$ cat config.mk
export PLATFORM = sky130hd
export DESIGN_NAME = watch_ctrl_gen
export DESIGN_NICKNAME = d
export VERILOG_FILES = /design/src/rtl/watch_ctrl_pkg.sv /design/src/rtl/bcd_mod_counter.sv /design/src/rtl/watch_ctrl_gen.sv
export SDC_FILE = /design/constraint.sdc
export NUM_CORES = 1
export LEC_CHECK = 0
export BUFFER_PORTS_ARGS = -buffer_cell sky130_fd_sc_hd__buf_2
export CORE_MARGIN = 2
export CORE_UTILIZATION = 55
export DETAILED_ROUTE_END_ITERATION = 16
export GPL_TIMING_DRIVEN = 0
export PLACE_DENSITY = 0.72
export SLEW_MARGIN = 40
export SYNTH_ARGS = -nofsm -noshare
export SYNTH_HDL_FRONTEND = slang
export SYNTH_SLANG_ARGS = --single-unit
$ cat constraint.sdc
create_clock -name clk -period 4.4 [get_ports clk]
set_clock_uncertainty 0.15 [all_clocks]
set_input_delay 0.44 -clock clk [delete_from_list [all_inputs] [get_ports clk]]
set_output_delay 0.44 -clock clk [all_outputs]
set_load 0.05 [all_outputs]
$ cat src/rtl/watch_ctrl_pkg.sv
// Shared encodings for the watch controller: modes, FSM states, BCD field limits.
// Pure declarations, no logic.
package watch_ctrl_pkg;

   typedef enum logic [1:0] {
      MODE_WATCH     = 2'b00,
      MODE_STOPWATCH = 2'b01,
      MODE_ALARM     = 2'b10,
      MODE_RSVD      = 2'b11
   } mode_e;

   typedef enum logic [1:0] {
      IDLE      = 2'b00,
      EDIT_HOUR = 2'b01,
      EDIT_MIN  = 2'b10,
      COMMIT    = 2'b11
   } edit_state_e;

   typedef enum logic [1:0] {
      SW_IDLE  = 2'b00,
      SW_RUN   = 2'b01,
      SW_PAUSE = 2'b10
   } sw_state_e;

   localparam int HOUR_MAX = 23;
   localparam int MIN_MAX  = 59;

   function automatic logic [7:0] to_bcd(input int v);
      return {4'(v / 10), 4'(v % 10)};
   endfunction

endpackage

$ cat src/rtl/bcd_mod_counter.sv
// Two-digit BCD counter wrapping at MAX (00..MAX); clear > load > inc, one-cycle update.
// carry pulses combinationally on the increment that wraps; nxt exposes the value about to be registered.
module bcd_mod_counter
   import watch_ctrl_pkg::*;
#(
   parameter int MAX = 59
) (
   input  logic       clk,
   input  logic       resetN,
   input  logic       clr,
   input  logic       load,
   input  logic [7:0] load_val,
   input  logic       inc,
   output logic [7:0] val,
   output logic [7:0] nxt,
   output logic       carry
);

   localparam logic [7:0] MAX_BCD = to_bcd(MAX);

   always_comb begin
      nxt   = val;
      carry = 1'b0;
      if (clr) begin
         nxt = 8'h00;
      end else if (load) begin
         nxt = load_val;
      end else if (inc) begin
         if (val == MAX_BCD) begin
            nxt   = 8'h00;
            carry = 1'b1;
         end else if (val[3:0] == 4'd9) begin
            nxt = {val[7:4] + 4'd1, 4'd0};
         end else begin
            nxt = {val[7:4], val[3:0] + 4'd1};
         end
      end
   end

   always_ff @(posedge clk or negedge resetN) begin
      if (!resetN) val <= 8'h00;
      else         val <= nxt;
   end

endmodule

$ cat src/rtl/watch_ctrl_gen.sv
// Watch/stopwatch/alarm controller with HH:MM edit FSM and beeper; disp/blankMask registered (1 cycle).
// Optional snooze on upTime while beeping when WATCH_CTRL_SNOOZE_EN is defined.
module watch_ctrl_gen
   import watch_ctrl_pkg::*;
#(
   parameter int NUM_ALARMS = 4,
   parameter int BEEP_SECS  = 30,
   parameter int SNOOZE_MIN = 5,
   localparam int SEL_W     = (NUM_ALARMS > 1) ? $clog2(NUM_ALARMS) : 1
) (
   input  logic                  clk,
   input  logic                  resetN,
   input  logic                  secTick,
   input  logic [1:0]            mode,
   input  logic                  setValue,
   input  logic                  upTime,
   input  logic [SEL_W-1:0]      alarmSel,
   input  logic                  startResume,
   input  logic                  stop,
   input  logic                  resetTime,
   output logic [15:0]           disp,
   output logic [3:0]            blankMask,
   output logic                  editing,
   output logic                  alarmBeep,
   output logic [NUM_ALARMS-1:0] alarmHit
);

   localparam logic [7:0] BEEP_LD = 8'(BEEP_SECS);

   // timekeeping
   logic [7:0] sec_val, min_val, hour_val, min_nxt, hour_nxt;
   logic       sec_carry, min_carry;
   logic [7:0] sec_nxt_unused;
   logic       hour_carry_unused;

   // edit FSM
   edit_state_e      edit_q, edit_d;
   logic             edit_enter, commit_watch, commit_alarm, mode_chg;
   logic             edit_hour_inc, edit_min_inc;
   logic             edit_is_alarm;
   logic [1:0]       edit_mode_q;
   logic [SEL_W-1:0] edit_sel_q;
   logic [7:0]       edh_val, edm_val, edh_ld, edm_ld;
   logic [7:0]       edh_nxt_unused, edm_nxt_unused;
   logic             edh_carry_unused, edm_carry_unused;

   // alarms and beeper
   logic [7:0]            alarm_h [NUM_ALARMS];
   logic [7:0]            alarm_m [NUM_ALARMS];
   logic [NUM_ALARMS-1:0] alarm_en, match_vec, beep_hit;
   logic [7:0]            sel_h, sel_m, beep_cnt;
   logic                  beep_on, stop_beep;

   // stopwatch
   sw_state_e  sw_q, sw_d;
   logic       sw_clr, sw_sec_carry;
   logic [7:0] sw_sec_val, sw_min_val, sw_sec_nxt_unused, sw_min_nxt_unused;
   logic       sw_min_carry_unused;

   logic [15:0] disp_d;
   logic [3:0]  mask_d, field_mask;

   bcd_mod_counter #(.MAX(MIN_MAX)) u_sec (
      .clk(clk), .resetN(resetN), .clr(commit_watch), .load(1'b0), .load_val(8'h00),
      .inc(secTick), .val(sec_val), .nxt(sec_nxt_unused), .carry(sec_carry));

   bcd_mod_counter #(.MAX(MIN_MAX)) u_min (
      .clk(clk), .resetN(resetN), .clr(1'b0), .load(commit_watch), .load_val(edm_val),
      .inc(sec_carry), .val(min_val), .nxt(min_nxt), .carry(min_carry));

   bcd_mod_counter #(.MAX(HOUR_MAX)) u_hour (
      .clk(clk), .resetN(resetN), .clr(1'b0), .load(commit_watch), .load_val(edh_val),
      .inc(min_carry), .val(hour_val), .nxt(hour_nxt), .carry(hour_carry_unused));

   bcd_mod_counter #(.MAX(HOUR_MAX)) u_edit_hour (
      .clk(clk), .resetN(resetN), .clr(1'b0), .load(edit_enter), .load_val(edh_ld),
      .inc(edit_hour_inc), .val(edh_val), .nxt(edh_nxt_unused), .carry(edh_carry_unused));

   bcd_mod_counter #(.MAX(MIN_MAX)) u_edit_min (
      .clk(clk), .resetN(resetN), .clr(1'b0), .load(edit_enter), .load_val(edm_ld),
      .inc(edit_min_inc), .val(edm_val), .nxt(edm_nxt_unused), .carry(edm_carry_unused));

   bcd_mod_counter #(.MAX(MIN_MAX)) u_sw_sec (
      .clk(clk), .resetN(resetN), .clr(sw_clr), .load(1'b0), .load_val(8'h00),
      .inc(secTick && (sw_q == SW_RUN)), .val(sw_sec_val), .nxt(sw_sec_nxt_unused),
      .carry(sw_sec_carry));

   bcd_mod_counter #(.MAX(MIN_MAX)) u_sw_min (
      .clk(clk), .resetN(resetN), .clr(sw_clr), .load(1'b0), .load_val(8'h00),
      .inc(sw_sec_carry), .val(sw_min_val), .nxt(sw_min_nxt_unused),
      .carry(sw_min_carry_unused));

   always_comb begin
      sel_h = 8'h00;
      sel_m = 8'h00;
      for (int i = 0; i < NUM_ALARMS; i++) begin
         if (alarmSel == SEL_W'(i)) begin
            sel_h = alarm_h[i];
            sel_m = alarm_m[i];
         end
      end
   end

   assign edh_ld = (mode == MODE_ALARM) ? sel_h : hour_val;
   assign edm_ld = (mode == MODE_ALARM) ? sel_m : min_val;

   always_comb begin
      edit_d        = edit_q;
      edit_enter    = 1'b0;
      commit_watch  = 1'b0;
      commit_alarm  = 1'b0;
      edit_hour_inc = 1'b0;
      edit_min_inc  = 1'b0;
      mode_chg      = (mode != edit_mode_q);
      case (edit_q)
         IDLE: begin
            if (setValue && (mode == MODE_WATCH || mode == MODE_ALARM)) begin
               edit_d     = EDIT_HOUR;
               edit_enter = 1'b1;
            end
         end
         EDIT_HOUR: begin
            if (mode_chg)      edit_d = IDLE;
            else if (setValue) edit_d = EDIT_MIN;
            else               edit_hour_inc = upTime;
         end
         EDIT_MIN: begin
            if (mode_chg)      edit_d = IDLE;
            else if (setValue) edit_d = COMMIT;
            else               edit_min_inc = upTime;
         end
         COMMIT: begin
            edit_d       = IDLE;
            commit_watch = !edit_is_alarm;
            commit_alarm = edit_is_alarm;
         end
         default: edit_d = IDLE;
      endcase
   end

   always_ff @(posedge clk or negedge resetN) begin
      if (!resetN) begin
         edit_q        <= IDLE;
         edit_is_alarm <= 1'b0;
         edit_mode_q   <= MODE_WATCH;
         edit_sel_q    <= '0;
      end else begin
         edit_q <= edit_d;
         if (edit_enter) begin
            edit_is_alarm <= (mode == MODE_ALARM);
            edit_mode_q   <= mode;
            edit_sel_q    <= alarmSel;
         end
      end
   end

   assign editing = (edit_q != IDLE);

   always_ff @(posedge clk or negedge resetN) begin
      if (!resetN) begin
         for (int i = 0; i < NUM_ALARMS; i++) begin
            alarm_h[i] <= 8'h00;
            alarm_m[i] <= 8'h00;
         end
         alarm_en <= '0;
      end else if (commit_alarm) begin
         for (int i = 0; i < NUM_ALARMS; i++) begin
            if (edit_sel_q == SEL_W'(i)) begin
               alarm_h[i]  <= edh_val;
               alarm_m[i]  <= edm_val;
               alarm_en[i] <= 1'b1;
            end
         end
      end
   end

   // A match is the tick that rolls seconds to 00 and lands on an alarm's HH:MM.
   always_comb begin
      match_vec = '0;
      for (int i = 0; i < NUM_ALARMS; i++) begin
         match_vec[i] = alarm_en[i] && sec_carry && !commit_watch &&
                        (hour_nxt == alarm_h[i]) && (min_nxt == alarm_m[i]);
      end
   end

   assign stop_beep = stop && (mode != MODE_STOPWATCH);

`ifdef WATCH_CTRL_SNOOZE_EN
   localparam logic [15:0] SNZ_LD = 16'(SNOOZE_MIN * 60);

   logic                  snz_pend, snooze_req, snooze_fire;
   logic [15:0]           snz_cnt;
   logic [NUM_ALARMS-1:0] snz_hit;

   assign snooze_req  = upTime && beep_on && (edit_q == IDLE);
   assign snooze_fire = snz_pend && secTick && (snz_cnt == 16'd1);

   always_ff @(posedge clk or negedge resetN) begin
      if (!resetN) begin
         snz_pend <= 1'b0;
         snz_cnt  <= 16'd0;
         snz_hit  <= '0;
      end else if (stop_beep) begin
         snz_pend <= 1'b0;
      end else if (snooze_req) begin
         snz_pend <= 1'b1;
         snz_cnt  <= SNZ_LD;
         snz_hit  <= beep_hit;
      end else if (snz_pend && secTick) begin
         snz_cnt <= snz_cnt - 16'd1;
         if (snz_cnt == 16'd1) snz_pend <= 1'b0;
      end
   end
`else
   // Keeps the snooze delay parameter referenced in builds without snooze.
   logic [31:0] snooze_param_unused;
   assign snooze_param_unused = 32'(SNOOZE_MIN);
`endif

   always_ff @(posedge clk or negedge resetN) begin
      if (!resetN) begin
         beep_on  <= 1'b0;
         beep_hit <= '0;
         beep_cnt <= 8'd0;
      end else if (|match_vec) begin
         beep_on  <= 1'b1;
         beep_hit <= beep_hit | match_vec;
         beep_cnt <= BEEP_LD;
      end else if (stop_beep && beep_on) begin
         beep_on  <= 1'b0;
         beep_hit <= '0;
         beep_cnt <= 8'd0;
`ifdef WATCH_CTRL_SNOOZE_EN
      end else if (snooze_req) begin
         beep_on  <= 1'b0;
         beep_hit <= '0;
         beep_cnt <= 8'd0;
      end else if (snooze_fire) begin
         beep_on  <= 1'b1;
         beep_hit <= snz_hit;
         beep_cnt <= BEEP_LD;
`endif
      end else if (secTick && beep_on) begin
         if (beep_cnt <= 8'd1) begin
            beep_on  <= 1'b0;
            beep_hit <= '0;
            beep_cnt <= 8'd0;
         end else begin
            beep_cnt <= beep_cnt - 8'd1;
         end
      end
   end

   assign alarmBeep = beep_on;
   assign alarmHit  = beep_hit;

   always_comb begin
      sw_d   = sw_q;
      sw_clr = 1'b0;
      if (mode == MODE_STOPWATCH) begin
         case (sw_q)
            SW_IDLE:  if (startResume) sw_d = SW_RUN;
            SW_RUN:   if (stop)        sw_d = SW_PAUSE;
            SW_PAUSE: begin
               if (startResume) begin
                  sw_d = SW_RUN;
               end else if (resetTime) begin
                  sw_d   = SW_IDLE;
                  sw_clr = 1'b1;
               end
            end
            default:  sw_d = SW_IDLE;
         endcase
      end
   end

   always_ff @(posedge clk or negedge resetN) begin
      if (!resetN) sw_q <= SW_IDLE;
      else         sw_q <= sw_d;
   end

   always_comb begin
      case (edit_q)
         EDIT_HOUR: field_mask = 4'b1100;
         EDIT_MIN:  field_mask = 4'b0011;
         default:   field_mask = 4'b0000;
      endcase
   end

   always_comb begin
      disp_d = 16'h0000;
      mask_d = 4'h0;
      case (mode)
         MODE_WATCH: begin
            disp_d = editing ? {edh_val, edm_val} : {hour_val, min_val};
            mask_d = (editing && sec_val[0]) ? field_mask : 4'h0;
         end
         MODE_ALARM: begin
            disp_d = editing ? {edh_val, edm_val} : {sel_h, sel_m};
            mask_d = (editing && sec_val[0]) ? field_mask : 4'h0;
         end
         MODE_STOPWATCH: disp_d = {sw_min_val, sw_sec_val};
         default: begin
            disp_d = 16'hFFFF;
            mask_d = 4'hF;
         end
      endcase
   end

   always_ff @(posedge clk or negedge resetN) begin
      if (!resetN) begin
         disp      <= 16'h0000;
         blankMask <= 4'h0;
      end else begin
         disp      <= disp_d;
         blankMask <= mask_d;
      end
   end

endmodule

Yosys cells after proc, flatten, opt, wreduce, memory -nomap -nowiden
Cells that the tools add are included.
- register bits after elaboration: 166
- output and inout bits: 26
- logic and storage cells: 239
- add/sub/neg operators: 15
- $lt $le $gt $ge: 1
- eq/ne operators: 43
- mux-type cells: 88
- bitwise gates (word level): 1
- reductions and logical operators: 57
- operators by type and width (operator ; number):
    $mux 8 ; 42
    $eq 8x8->1 ; 8
    $add 4x1->4 const B ; 14
    $pmux 16 s3 ; 1
    $eq 8x7->1 const B ; 5
    $mux 16 ; 2
    $eq 4x4->1 const B ; 7
    $mux 1 ; 25
    $logic_and 1x1->1 ; 22
    $reduce_bool 3->1 ; 7
    $mux 4 ; 5
    $reduce_and 2->1 ; 10
    $mux 2 ; 9
    $eq 2x2->1 const B ; 8
    $eq 8x6->1 const B ; 2
    $pmux 4 s2 ; 2
    $reduce_bool 2->1 ; 6
    $eq 2x1->1 const B ; 5
    $logic_not 2->1 ; 5
    $ne 3x3->1 const B ; 3
    $le 8x1->1 const B ; 1
    $pmux 2 s4 ; 1
    $sub 8x1->8 const B ; 1
    $ne 2x2->1 const B ; 3
    10 further kinds ; 11

Longest topological paths before layout
Gate-level depths: netlist of run 1.
- depth after elaboration: 14
- mapped depth: 14
- depth with buffers taken out: 11

Hierarchy
From an unflattened synthesis of run 1, not the netlist that was laid out.
- cells, all modules: 918
- area, all modules: 9958.3 um^2
- modules (own cells, without submodules) (module ; times used ; cells an instance ; area each (um^2)):
    watch_ctrl_gen ; 1 ; 501 ; 5995.8
    bcd_mod_counter (u_edit_min ...) ; 5 ; 61 ; 576.8
    bcd_mod_counter (u_edit_hour ...) ; 2 ; 56 ; 539.3

Worst setup path before layout of run 1
No wires, ideal clock.
- path kind: reg-to-reg
- start: register u_min.val[1]
- end: register beep_cnt[6]
- library setup time: 0.119 ns
- arrival: 3.152 ns
- required time: 4.131 ns
- slack: 0.979 ns
- cell stages (with the launch flop): 14
- buffers on the path: 2
- period minus slack after synthesis: 3.421 ns
- cells stage by stage: dfrtp_1 > inv_1 > ha_1 > and3b_1 > buf_2 > nand4_2 > o31ai_2 > mux2i_1 > a31oi_1 > nand4b_1 > or4b_1 > and4_4 > buf_6 > and2_1
- word-level cells in the longest chain between the ends: 11
- elaborated cells on any way between the ends: 31
- classes of those cells: 1 x add/sub; 10 x eq/ne; 10 x mux; 10 x reduce/logical
- ends and longest elaborated chain (element ; line ; RTL):
    start: declaration ; bcd_mod_counter.sv:14 ; output logic [7:0] val,
    start signal: assignment ; bcd_mod_counter.sv:42 ; else val <= nxt;
    $eq 8x7->1 ; bcd_mod_counter.sv:29 ; if (val == MAX_BCD) begin
    $mux 1 ; bcd_mod_counter.sv:29 ;
    $mux 1 ; bcd_mod_counter.sv:28 ; end else if (inc) begin
    $mux 1 ; bcd_mod_counter.sv:26 ; end else if (load) begin
    $mux 8 ; bcd_mod_counter.sv:28 ;
    $mux 8 ; bcd_mod_counter.sv:26 ;
    $eq 8x8->1 ; watch_ctrl_gen.sv:182 ; (hour_nxt == alarm_h[i]) && (min_nxt == alarm_m[i]);
    $logic_and 1x1->1 ; watch_ctrl_gen.sv:181 ; match_vec[i] = alarm_en[i] && sec_carry && !commit_watch &&
    $logic_and 1x1->1 ; watch_ctrl_gen.sv:182 ;
    $reduce_or 4->1 (*) ; watch_ctrl_gen.sv:225 ; end else if (|match_vec) begin
    $reduce_bool 3->1 (no source line) or $mux 8 (tied branches) ; - ;
    end signal: assignment ; watch_ctrl_gen.sv:249 ; beep_cnt <= beep_cnt - 8'd1;
    end: declaration ; watch_ctrl_gen.sv:51 ; logic [7:0] sel_h, sel_m, beep_cnt;
Every way passes the cells marked *; elsewhere a longest branch is shown, timed or not.
A chain may end at the register's enable or synchronous reset.

Final worst setup path of run 1
Ends and elaborated chain as after synthesis.

==> flow_summary.yaml, run 1 <==
global_route:
  grt_max_degree: 67
  overflow: 0
  globalRoute.busiestLayer: "met2"
  use_met2: 0.5394
  grt_antenna_before_repair: 0
  grt_pass1_vias: 8621
  grt_usage: 0.3387
  met3_usage: 0.09171
  grt_pass1_wl_um: 50630
  use_met1: 0.4383
die:
  rows: 50
  core_area_sq_um: 18520
  die_h_um: 140.8
  io_pins: 38
  die-area_sq_um: 19820
  start_util: 0.5557
  die_w_um: 140.8
timing:
  finalWorstPathRequiredPeriod_ns: 4.329
  worst_slack_ns: 0.07095
  max_slew_margin: 0.4554
  worst_pin_slew_ns: 0.8094
  maxSlewViolCount: 0
  final-hold-violation-count: 0
  setup_viol: 0
  hold_slack_ns: 0.1386
  fmax_ghz: 0.2310
  finalCritPeriodShare: 0.9839
finish:
  diodes: 0
  drive_gt1_frac: 0.1765
  fill_cells: 1603
  nets: 1179
  area_growth_pct: 11.72
placement:
  dpl.hpwl_um: 24700
  dp_slack_ns: 0.06527
  place_congestion: 1.045
  io_buffers: 33
detailed_routing:
  wl_per_cell_um: 24.04
  viasPerCell: 6.548
  vias: 9062
  postRouteAntennaNets: 0
  wl_um: 33270
  drc_errors: 0
  drt_iter0_markers: 953
  first_pass_iters: 7
clocking:
  h-tree-depth: 4
  clockBufferDepth: 2
  clock_latency_ns: 0.44
  root_buffer: "clkbuf_16"
  cts_inserted_buffers: 17
  clock_sinks: 164
  cts_tree: "yes"
  cts.clk_slew.worst_paths_ns: 0.07
synth:
  synth_top_family_by_area: "simple AND/OR/NAND/NOR gates"
  synth_cells: 1077
  synthXorXnorAreaFrac: 0.02991
  syn_area_per_cell_sq_um: 9.554
  ys.flop_type: "dfrtp_1"
  synth_compound_gate_area_share: 0.1673
  synth_edf_count: 0
  synth_nets: 1119
  synthAdderAreaFrac: 0.03648
  synth-async-reset-ratio: 1.000
  synthMuxAreaShare: 0.1297
  synth-seq-cells: 164
  synthDistinctLibCells: 86
  yosysWarnings: 0
  seq_area_frac_synth: 0.3988
  synth.cell_area_sq_um: 10290
  synth-simple-area-share: 0.1944
critical_path:
  required_ns: 4.58
  crit_chain: "inv_1, ha_1, and3b_1, buf_2, nand4_2, and4_1, nor4_1, nor4bb_1, and4b_1, nand4_1, and4_4, buf_6, and2_1"
  cp_slowest_cell: "dfrtp_1"
  r2r_start: "u_min.val[1]"
  arrival_ns: 4.51
  max_stage_delay_ns: 0.47
  cp-start-kind: "register"
  crit_type: "reg -> reg"
  endpoint_kind: "register"
  critPathLaunch: "u_min.val[1]"
  cp_max_fo: 10
power_and_ir_drop:
  p_leak_nw: 5.078
  power_density_nw_per_um2: 443.2
  ir_worst_vdd_uv: 300.4
run_status:
  status: "finished, final reports clean"
worst_hold_path:
  hp-class: "in -> reg"
  hold_start: "stop"
run:
  drv_cap: 0
[synthesized netlist by cell type (all sizes together), types with 4 or more instances]
master | instances | area [sq um]
nand4 | 14 | 93.84
buf | 26 | 132.6
nor4 | 17 | 136.4
xnor2 | 23 | 201.4
and3 | 7 | 43.79
mux4 | 16 | 360.4
a21oi | 61 | 320.3
or4 | 4 | 30.03
o21ai | 102 | 510.5
nand3b | 10 | 112.6
mux2 | 56 | 630.6
nor2 | 89 | 336.6
nand3 | 27 | 140.1
nor3b | 5 | 37.54
nand4b | 9 | 85.08
and3b | 6 | 52.55
ha | 30 | 375.4
o31ai | 10 | 80.07
clkbuf | 42 | 158.9
o32a | 6 | 60.06
a2111oi | 5 | 43.79
nor4b | 4 | 41.29
o211ai | 7 | 52.55
nor3 | 31 | 160.1
dfrtp | 164 | 4104
or3 | 9 | 56.30
o21a | 4 | 30.03
mux2i | 34 | 344.1
nand2 | 71 | 269.0
nor2b | 16 | 100.1
a211oi | 5 | 42.54
o22ai | 16 | 100.1
nand2b | 15 | 93.84
a22oi | 5 | 37.54
or2 | 11 | 68.82
and2 | 10 | 62.56
xor2 | 7 | 61.31
a31oi | 9 | 56.30
inv | 41 | 153.9
o221ai | 5 | 43.79
a211o | 5 | 43.79
[cells in the final DEF (no fill, tap or decap), types with 6 or more instances in the layout]
master / n
o31ai_1: 9
or3_1: 9
mux2i_1: 33
xor2_1: 7
nand3_1: 26
o21ai_0: 102
mux4_2: 16
inv_1: 41
or2_2: 11
nand3b_1: 7
nand4_1: 13
and2_1: 10
dfrtp_1: 164
o22ai_1: 16
o32a_1: 6
buf_4: 7
clkbuf_16: 17
o211ai_1: 7
nor4_1: 14
a31oi_1: 9
a21oi_1: 57
buf_1: 8
ha_1: 30
xnor2_1: 23
mux2_2: 55
nor2_1: 87
nor2b_1: 16
and3b_1: 6
and3_1: 7
nand2_1: 70
nor3_1: 29
buf_2: 47
clkbuf_1: 38
nand4b_1: 8
nand2b_1: 15
[repair_timing]
item                       in CTS  in global routing
setup endpoints to repair       0                 10
gates resized for setup         0                  9
hold buffers                    1                  0
setup buffers                   0                  3
hold endpoints to repair       43                  0
[area by class of cell]
class | instances | area [sq um] | share of cell area
inverter | 41 | 153.9 | 0.01339
clock inverter | 13 | 150.1 | 0.01306
sequential | 164 | 4104 | 0.3570
clock buffer | 19 | 442.9 | 0.03853
timing repair buffer | 41 | 275.3 | 0.02394
tap | 234 | 292.8 | 0.02547
buffer | 68 | 297.8 | 0.02590
multi-input combinational | 804 | 5779 | 0.5027
[worst max-delay path: cells and delay by family (launching register included)]
family / cells / cell delay, ns
adder cells (fa/ha/maj): 1 / 0.28
buffers and inverters: 3 / 0.58
AND/OR/NAND/NOR: 9 / 2.73
flip-flops: 1 / 0.47
[power by group]
part           switching, mW  internal [mW]  total (mW)
clock network          0.668          0.862        1.53
registers              0.311           1.72        2.03
logic                   1.00          0.534        1.54
[sequential cells by signal (all words and copies together), names as in the netlist]
register / count
u_hour.val: 8
u_edit_hour.val: 8
u_edit_min.val: 8
alarmHit: 4
edit_sel_q: 2
edit_is_alarm: 1
u_sw_min.val: 8
alarmBeep: 1
u_sw_sec.val: 8
beep_cnt: 8
edit_mode_q: 2
sw_q: 2
alarm_m: 32
u_sec.val: 8
blankMask: 2
alarm_en: 4
u_min.val: 8
disp: 16
alarm_h: 32
edit_q: 2
[cell families (layout without fill, tap and decap cells)]
| group | count (synthesis) | in the layout |
|---|---|---|
| AND/OR/NAND/NOR | 363 | 363 |
| AO/OA/AOI/OAI | 273 | 273 |
| flip-flops | 164 | 164 |
| buffers and inverters | 109 | 182 |
| multiplexers | 106 | 106 |
| XOR/XNOR | 32 | 32 |
| adder cells (fa/ha/maj) | 30 | 30 |
[stage by stage]
stage | instances | cell area (sq um) | power (mW) | setup TNS, ns | util
finish | 1384 | 11500 | 5.095 | 0 | 0.6208
global route | 1384 | 11500 | 5.335 | -0.003890 | 0.6208
CTS | 1381 | 11440 | 5.055 | 0 | 0.6178
detailed placement | 1348 | 10840 | 3.528 | 0 | 0.5852
global placement | 1344 | 10750 | 3.482 | 0 | 0.5804
floorplan | 1077 | 10290 | 3.005 | 0 | -
[per-layer routing]
metal	wire length [um]	vias to the layer above
li1	-	4080
met1	13520	4396
met2	15180	479
met3	3159	107
met4	1410	0
met5	0	-
[path summary, 6_finish.rpt]
kind / end / slack, ns / cells after the start
worst max-delay path: beep_cnt[6] / 0.07 / 13
worst min-delay path: sw_q[1] / 0.14 / 3
worst max register to register: beep_cnt[6] / 0.07 / 13
worst min register to register: alarm_en[0] / 0.32 / 1
max in group asynchronous: alarm_h[3] / 3.11 / 3
min in group asynchronous: beep_cnt[2] / 0.34 / 2
(Power assumes the default switching activity.)
==> run 2: changes to the inputs <==
==> constraint.sdc (replaced) <==
create_clock -name clk -period 4.4 [get_ports clk]
set_clock_uncertainty 0.15 [all_clocks]
set_input_delay 0.88 -clock clk [delete_from_list [all_inputs] [get_ports clk]]
set_output_delay 0.88 -clock clk [all_outputs]
set_load 0.05 [all_outputs]
==> run 2 against run 1 <==
  * Flip-flop and latch count unchanged
  * First-iteration DRC count up 6.0%
  * Global-route usage about the same
  * Final cell count about the same
  * Utilization down 0.054 points
  * Setup slack worse by 0.012 ns
  * Power about the same
  * Wire length down 0.22%
  * Final area about the same
==> flow_summary.yaml, run 2 (synthesized netlist as in run 1, its figures left out) <==
global_route:
  grt_pass1_wl_um: 50600
  grt_max_degree: 67
  grt_antenna_before_repair: 0
  grt_usage: 0.3385
  grt_pass1_vias: 8611
  overflow: 0
timing:
  final-hold-violation-count: 0
  finalWorstPathRequiredPeriod_ns: 4.341
  setup_viol: 0
  worst_slack_ns: 0.05903
  fin_setup_tns_ns: 0
  maxSlewViolCount: 0
  fmax_ghz: 0.2304
  worst_pin_slew_ns: 0.8376
  max_slew_margin: 0.4416
  finalCritPeriodShare: 0.9866
critical_path:
  crit_chain: "inv_1, ha_1, and3b_1, buf_2, nand4_2, and4_1, nor4_1, nor4bb_1, and4b_1, nand4_1, and4_4, buf_6, and2_1"
  critPathLaunch: "u_min.val[1]"
  required_ns: 4.58
  crit_family: "simple AND/OR/NAND/NOR gates"
  crit_end: "beep_cnt[6]"
  rr_endpoint: "beep_cnt[6]"
  cp_num_cells: 13
  reg2reg_slack_ns: 0.06
  crit_type: "reg -> reg"
  cp_max_fo: 10
  cp_slowest_cell: "dfrtp_1"
  crit_buf_inv: 3
  reg2reg_depth: 13
  endpoint_kind: "register"
  cp-start-kind: "register"
  max_stage_delay_ns: 0.47
  arrival_ns: 4.52
  r2r_start: "u_min.val[1]"
finish:
  mostFrequentLayoutCells: "dfrtp_1 (164), o21ai_0 (102), nor2_1 (87), nand2_1 (70), a21oi_1 (57)"
  nets: 1178
  multiInputGateArea_sq_um: 5779
  seq_area_sq_um: 4104
  fill_cells: 1604
  biggestRegsByFlops: "alarm_h x32, alarm_m x32, disp x16"
  final_common_cell: "dfrtp_1"
  area_growth_pct: 11.62
  diodes: 0
  drive_gt1_frac: 0.1767
clocking:
  clockBufferDepth: 2
  h-tree-depth: 4
  holdBufCountCts: 0
  cts_tree: "yes"
  cts_inserted_buffers: 17
  clock_sinks: 164
  clock_latency_ns: 0.43
  root_buffer: "clkbuf_16"
  cts.clk_slew.worst_paths_ns: 0.07
die:
  core_area_sq_um: 18520
  start_util: 0.5557
  die_h_um: 140.8
  io_pins: 38
  rows: 50
  die-area_sq_um: 19820
  die_w_um: 140.8
power_and_ir_drop:
  ir_worst_vdd_uv: 294.3
  power_density_nw_per_um2: 443.5
  p_leak_nw: 5.074
detailed_routing:
  vias: 9086
  drt_iter0_markers: 1010
  viasPerCell: 6.570
  first_pass_iters: 5
  wl_per_cell_um: 24.01
  postRouteAntennaNets: 0
  drc_errors: 0
  wl_um: 33200
placement:
  dp_slack_ns: -0.01168
  io_buffers: 33
  place_congestion: 1.045
  dpl.hpwl_um: 24700
run_status:
  status: "finished, final reports clean"
worst_hold_path:
  hp-class: "in -> async"
run:
  drv_cap: 0
==> run 2: what timing repair did <==
item                                    in CTS  in global routing
buffers inserted                             0                  3
resized for setup                            0                  9
endpoints found under the setup margin       0                 10
==> run 2: cell type report <==
cell class	instances	share of cell area
Buffer	68	0.02593
Clock buffer	19	0.03856
Clock inverter	13	0.01307
Inverter	41	0.01340
Multi-Input combinational cell	804	0.5032
Sequential cell	164	0.3573
Tap cell	234	0.02549
Timing Repair Buffer	40	0.02309
==> run 2: per-stage QoR <==
stage | std cells | utilization | instance area [sq um] | power, mW | hold WS, ns
finish | 1383 | 0.6203 | 11490 | 5.094 | 0.1834
global route | 1383 | 0.6203 | 11490 | 5.334 | 0.2041
CTS | 1380 | 0.6172 | 11430 | 5.054 | 0.1936
detailed placement | 1348 | 0.5852 | 10840 | 3.528 | 0.3048
global placement | 1344 | 0.5804 | 10750 | 3.482 | 0.2998
floorplan | 1077 | - | 10290 | 3.005 | 0.2824
==> run 2: routing by layer <==
metal / wire length (um) / GRT usage / up-vias
li1: - / - / 4077
met1: 13560 / 0.4385 / 4413
met2: 15250 / 0.5386 / 489
met3: 2976 / 0.09171 / 107
met4: 1409 / 0.1453 / 0
met5: 0 / 0 / -
==> run 2: power by group <==
group	switching (mW)	internal [mW]	leakage (nW)
combinational	0.999	0.533	2.63
sequential	0.310	1.72	2.16
clock	0.670	0.862	0.290
total	1.98	3.11	5.07
==> run 2: worst min path at each step <==
| stage | start | slack, ns | depth (start not counted) | end |
|---|---|---|---|---|
| final | resetN | 0.18 | 1 | beep_cnt[2] |
| after global routing | resetN | 0.20 | 1 | beep_cnt[2] |
| after CTS | resetN | 0.19 | 1 | beep_cnt[2] |
| after detailed placement | alarm_en[0] | 0.30 | 1 | alarm_en[0] |
| after global placement | alarm_en[0] | 0.30 | 1 | alarm_en[0] |
| after floorplan | alarm_en[0] | 0.28 | 1 | alarm_en[0] |
